**config.mk**
```make
export PLATFORM = sky130hd
export DESIGN_NAME = trace_stim_sequencer
export DESIGN_NICKNAME = d
export VERILOG_FILES = /design/src/rtl/trace_seq_pkg.sv /design/src/rtl/trace_seq_mem.sv /design/src/rtl/trace_stim_sequencer.sv
export SDC_FILE = /design/constraint.sdc
export NUM_CORES = 1
export LEC_CHECK = 0
export ABC_AREA = 0
export BUFFER_PORTS_ARGS = -buffer_cell sky130_fd_sc_hd__buf_4
export CAP_MARGIN = 20
export CORE_ASPECT_RATIO = 1.2
export CORE_MARGIN = 5
export CORE_UTILIZATION = 45
export DETAILED_ROUTE_END_ITERATION = 8
export GPL_TIMING_DRIVEN = 0
export PLACE_DENSITY_LB_ADDON = 0.12
export RECOVER_POWER = 50
export SKIP_CTS_REPAIR_TIMING = 1
export SLEW_MARGIN = 5
export SYNTH_ARGS = -nofsm -noshare
export SYNTH_HDL_FRONTEND = slang
export SYNTH_HIERARCHICAL = 1
export SYNTH_SLANG_ARGS = --single-unit
export TNS_END_PERCENT = 50
```
**constraint.sdc**
```tcl
create_clock -name clock -period 5.5 [get_ports clock]
set_input_delay 0.275 -clock clock [delete_from_list [all_inputs] [get_ports clock]]
set_output_delay 0.275 -clock clock [all_outputs]
set_load 0.05 [all_outputs]
```
**src/rtl/trace_seq_pkg.sv**
```systemverilog
// Shared types for the trace stimulus sequencer: FSM states, cycle counter type, default depth.
// Optional build macro used by the top: TRACE_SEQ_CONT_ON_FAIL_EN.
package trace_seq_pkg;

  localparam int SEQ_DEPTH_DEFAULT   = 16;
  localparam int SEQ_CYCLE_W_DEFAULT = 32;

  typedef logic [SEQ_CYCLE_W_DEFAULT-1:0] cycle_t;

  typedef enum logic [2:0] {
    SEQ_IDLE,
    SEQ_LOADING,
    SEQ_ARMED,
    SEQ_RUN,
    SEQ_PASS,
    SEQ_FAIL
  } seq_state_e;

endpackage

```
**src/rtl/trace_seq_mem.sv**
```systemverilog
// Stimulus vector store: DEPTH x WIDTH, synchronous write, combinational read.
module trace_seq_mem #(
  parameter int WIDTH = 1,
  parameter int DEPTH = 16,
  localparam int AW   = $clog2(DEPTH)
) (
  input  logic             clock,
  input  logic             wr_en,
  input  logic [AW-1:0]    wr_addr,
  input  logic [WIDTH-1:0] wr_data,
  input  logic [AW-1:0]    rd_addr,
  output logic [WIDTH-1:0] rd_data
);

  logic [WIDTH-1:0] mem [DEPTH];

  // NOTE: no reset on the array; contents are only read after being written, so
  // reset logic would add cost without changing behaviour.
  always_ff @(posedge clock) begin
    if (wr_en) mem[wr_addr] <= wr_data;
  end

  assign rd_data = mem[rd_addr];

endmodule

```
**src/rtl/trace_stim_sequencer.sv**
```systemverilog
// Replays a loaded list of input vectors into a formal-trace DUT and reports pass/fail.
// Build option TRACE_SEQ_CONT_ON_FAIL_EN: keep replaying after a fail and count fails.
module trace_stim_sequencer
  import trace_seq_pkg::*;
#(
  parameter int WIDTH   = 1,
  parameter int DEPTH   = SEQ_DEPTH_DEFAULT,
  parameter int CYCLE_W = SEQ_CYCLE_W_DEFAULT
) (
  input  logic               clock,
  input  logic               reset,
  input  logic               load_valid,
  output logic               load_ready,
  input  logic [WIDTH-1:0]   load_data,
  input  logic               load_last,
  input  logic               start,
  input  logic               flush,
  input  logic               dut_fail,
  output logic [WIDTH-1:0]   stim_out,
  output logic               stim_valid,
  output logic               running,
  output logic               done,
  output logic               failed,
  output logic [CYCLE_W-1:0] cycle,
  output logic [CYCLE_W-1:0] fail_cycle
`ifdef TRACE_SEQ_CONT_ON_FAIL_EN
  ,
  output logic [CYCLE_W-1:0] fail_count
`endif
);

  localparam int AW    = $clog2(DEPTH);
  localparam int CNT_W = $clog2(DEPTH + 1);

  seq_state_e         state;
  logic [CNT_W-1:0]   count;
  logic [AW-1:0]      wr_ptr;
  logic [AW-1:0]      rd_addr;
  logic [WIDTH-1:0]   rd_data;
  logic               load_fire;
  logic               last_vec;
  logic [CYCLE_W-1:0] count_ext;

  assign load_ready = ((state == SEQ_IDLE) || (state == SEQ_LOADING)) && (count < CNT_W'(DEPTH));
  assign load_fire  = load_valid & load_ready;
  assign running    = (state == SEQ_RUN);
  assign done       = (state == SEQ_PASS) || (state == SEQ_FAIL);
  assign failed     = (state == SEQ_FAIL);
  assign count_ext  = CYCLE_W'(count);
  assign last_vec   = (cycle + CYCLE_W'(1)) == count_ext;

  // During RUN fetch the next vector; otherwise present mem[0] ready for start.
  assign rd_addr = running ? (cycle[AW-1:0] + AW'(1)) : '0;

  trace_seq_mem #(
    .WIDTH (WIDTH),
    .DEPTH (DEPTH)
  ) u_mem (
    .clock   (clock),
    .wr_en   (load_fire && !flush),
    .wr_addr (wr_ptr),
    .wr_data (load_data),
    .rd_addr (rd_addr),
    .rd_data (rd_data)
  );

  // NOTE: all state updates use non-blocking assignments so every register
  // samples pre-edge values, independent of statement order.
  always_ff @(posedge clock) begin
    if (reset) begin
      state      <= SEQ_IDLE;
      count      <= '0;
      wr_ptr     <= '0;
      stim_out   <= '0;
      stim_valid <= 1'b0;
      cycle      <= '0;
      fail_cycle <= '0;
`ifdef TRACE_SEQ_CONT_ON_FAIL_EN
      fail_count <= '0;
`endif
    end else begin
      case (state)
        SEQ_IDLE, SEQ_LOADING: begin
          if (flush) begin
            state  <= SEQ_IDLE;
            count  <= '0;
            wr_ptr <= '0;
          end else if (load_fire) begin
            wr_ptr <= wr_ptr + AW'(1);
            count  <= count + CNT_W'(1);
            state  <= (load_last || (wr_ptr == AW'(DEPTH - 1))) ? SEQ_ARMED : SEQ_LOADING;
          end
        end

        SEQ_ARMED, SEQ_PASS, SEQ_FAIL: begin
          if (flush) begin
            state  <= SEQ_IDLE;
            count  <= '0;
            wr_ptr <= '0;
          end else if (start) begin
            state      <= SEQ_RUN;
            cycle      <= '0;
            stim_out   <= rd_data;
            stim_valid <= 1'b1;
            fail_cycle <= '0;
`ifdef TRACE_SEQ_CONT_ON_FAIL_EN
            fail_count <= '0;
`endif
          end
        end

        SEQ_RUN: begin
`ifdef TRACE_SEQ_CONT_ON_FAIL_EN
          if (dut_fail) begin
            fail_count <= fail_count + CYCLE_W'(1);
            if (fail_count == '0) fail_cycle <= cycle;
          end
          if (last_vec) begin
            state      <= (dut_fail || (fail_count != '0)) ? SEQ_FAIL : SEQ_PASS;
            stim_valid <= 1'b0;
            cycle      <= count_ext;
          end else begin
            cycle    <= cycle + CYCLE_W'(1);
            stim_out <= rd_data;
          end
`else
          if (dut_fail) begin
            state      <= SEQ_FAIL;
            fail_cycle <= cycle;
            stim_valid <= 1'b0;
          end else if (last_vec) begin
            state      <= SEQ_PASS;
            stim_valid <= 1'b0;
            cycle      <= count_ext;
          end else begin
            cycle    <= cycle + CYCLE_W'(1);
            stim_out <= rd_data;
          end
`endif
        end

        default: state <= SEQ_IDLE;
      endcase
    end
  end

endmodule

```
==> results.ini <==
[yosys]
synth_edf_count = 16
synth_top_area_share_pct = 30.9
synth_warnings = 6
synth_area_leaders = dfxtp_1 31%, edfxtp_1 9.5%, nand2_1 5.3%
yosysTopAreaCell = dfxtp_1
synth_area_mm2 = 0.00505
syn_area_per_cell_um2 = 8.36
synth_common_cells = 78 x dfxtp_1, 71 x nand2_1, 53 x a21oi_1
yosysSeqAreaShare_pct = 40.4
ys_types = 67
synth.most_common_cell = dfxtp_1
synthesis.nets = 615
async_flop_share_pct = 0
syn_inst = 604
synth-main-ff-cell = dfxtp_1
synth_seq_cells = 94

[finish]
nNetsFinal = 701
drive_gt1_share_pct = 7.48
antenna_cells = 0
final_util_pct = 52.9
fillCellCount = 1137
area_growth_pct = 15.5

[floorplan]
core_mm2 = 0.0110
initial_core_util_pct = 45.8
dieHeight_um = 126
die_w_um = 107
die_area_mm2 = 0.0135
rows = 42
boundaryPins = 78

[timing]
worst-slew-pin-transition_ps = 1010
setup_viol = 0
hold_viol = 0
tns_ps = 0
maxSlewViolCount = 0
fin_crit_ps = 4050
rsz0062_at_grt = false
period_share_pct = 73.6
clock_skew_ps = 6.95
relSlewSlack_pct = 32.0
fmax_ghz = 0.247

[drt]
vias = 4814
drcViolationCount = 0
met3WireLength_um = 815
met2_length_um = 7580
top_layer_used = met4
routed_wl_um = 15000
drtIter0Drc = 236
avgRoutedWirePerCell_um = 18.2
dr.pass1.iters = 5
drtAntennaViolNets = 0
vias_per_cell = 5.82
wl_met1_um = 6100

[worst_setup_path]
start_kind = flop
reg2reg_to = cycle[7]
r2r_cells = 11
crit_type = reg -> reg
crit_path_end_kind = flop
r2r-start = cycle[1]
crit_arrival_ps = 4240
crit_required_ps = 5700
crit_fanout = 10
r2r_slack_ps = 1450

[clocking]
clkTransAtPathRegs_ps = 70
htreeDepth = 3
clk_path_buf_depth = 2
cts_tree = yes
ctsRootBufferMaster = clkbuf_16
clock-sinks = 94
insertion_delay_ps = 340
cts_made_buffers = 9

[pwr]
combPwrFrac_pct = 6.7
switching_share_pct = 25.5
p_int_mw = 1.09
clkPwrFrac_pct = 45.0
ir_drop_uv = 200
cellLeakagePower_nw = 1.87
power_density_mw_per_mm2 = 251
switching_power_mw = 0.373
power_frac_seq_pct = 48.2

[global_route]
antenna_found_initial = 0
grt_pass1_wl_um = 24200
grt-ovfl-total = 0
grt_usage_pct = 22.4
grt_max_degree = 19
grt_pass1_vias = 4720

[hold_path]
holdPathEnd = cycle[11]
min_delay_path_depth = 3
hold_path.class = in -> reg
hp-start = reset

[run]
cap_violations = 0

[placed_design]
place_congestion = 0.888
io_buffers = 75
dp_hpwl_um = 11300

[outcome]
outcome = complete, no violations

[flip-flops by register name (all words and copies together) (netlist names)]
| name | count |
|---|---|
| stim_out | 1 |
| wr_ptr | 4 |
| fail_cycle | 32 |
| cycle | 32 |
| stim_valid | 1 |
| u_mem/mem | 16 |
| state | 3 |
| count | 5 |
[per-stage QoR]
stage,area [µm²],setup slack (ps),instances,total power [mW],hold slack [ps]
after global routing,5830,1300,827,1.52,245
after global placement,5780,1520,811,0.822,438
after detailed placement,5780,1540,811,0.824,445
after CTS,6090,1530,827,1.48,218
after floorplan,5050,2130,604,0.790,374
final,5830,1450,827,1.47,245
[cell families (layout without fill, tap and decap cells)]
| kind of cell | after synthesis | in the layout | share of synthesized area [%] |
|---|---|---|---|
| AND/OR/NAND/NOR | 277 | 277 | 28.4 |
| AO/OA/AOI/OAI | 125 | 125 | 16.1 |
| flip-flops | 94 | 94 | 40.4 |
| buffers and inverters | 66 | 157 | 5.99 |
| XOR/XNOR | 27 | 27 | 4.68 |
| multiplexers | 12 | 12 | 3.67 |
| adder cells (fa/ha/maj) | 3 | 3 | 0.743 |
[worst max path at each step]
stage	from	to	depth (start not counted)
floorplan	cycle[7]	cycle[12]	11
global placement	cycle[1]	cycle[8]	11
detailed placement	cycle[1]	cycle[7]	11
CTS	cycle[1]	cycle[7]	11
global route	cycle[1]	cycle[8]	11
finish	cycle[1]	cycle[7]	11
[layout by cell type (no fill, tap or decap), drive strengths merged, types with 6 or more instances in the layout]
master  instances
clkbuf        120
dfxtp          78
nand2          71
a21oi          53
nand3          52
nor2           51
nor3           22
buf            22
o21ai          20
nand4          17
xnor2          16
edfxtp         16
or3            12
a211oi         12
inv            12
xor2           11
mux2i           8
nor4            7
nand2b          6
or4             6
[layer usage]
| layer | GRT usage, % | vias up |
|---|---|---|
| li1 | - | 2370 |
| met1 | 26.2 | 2282 |
| met3 | 3.94 | 32 |
| met5 | 0 | - |
| met4 | 9.63 | 0 |
| met2 | 39.9 | 130 |
[power groups by stage]
stage | Combinational (mW) | Sequential (mW) | Clock (mW)
6_report | 0.0985 | 0.708 | 0.661
3_3_place_gp | 0.0988 | 0.723 | 0
3_5_place_dp | 0.100 | 0.723 | 0
2_1_floorplan | 0.0651 | 0.725 | 0
5_1_grt | 0.107 | 0.708 | 0.703
4_1_cts | 0.100 | 0.708 | 0.674
[layout make-up]
class                   count  area (µm²)  area share (%)
multi-input cells         444        2710            46.4
flip-flops and latches     94        2040            35.0
repair buffers             75         304            5.21
plain buffers              58         273            4.68
clock buffers               9         225            3.86
well taps                 132         165            2.83
clock inverters             7        87.6            1.50
inverters                   8        30.0           0.515
[critical path, cell delays in order, from the launching register on]
cell and delay (ps):
dfxtp_1 520, ha_1 220, clkbuf_1 350, nand4_1 140, nor4_1 780, and3_1 330
nand4_1 160, a2111oi_4 450, nand3_1 260, nand2_1 330, buf_4 250, a211oi_1 100
Note: power is estimated with default switching activity, not from simulation.
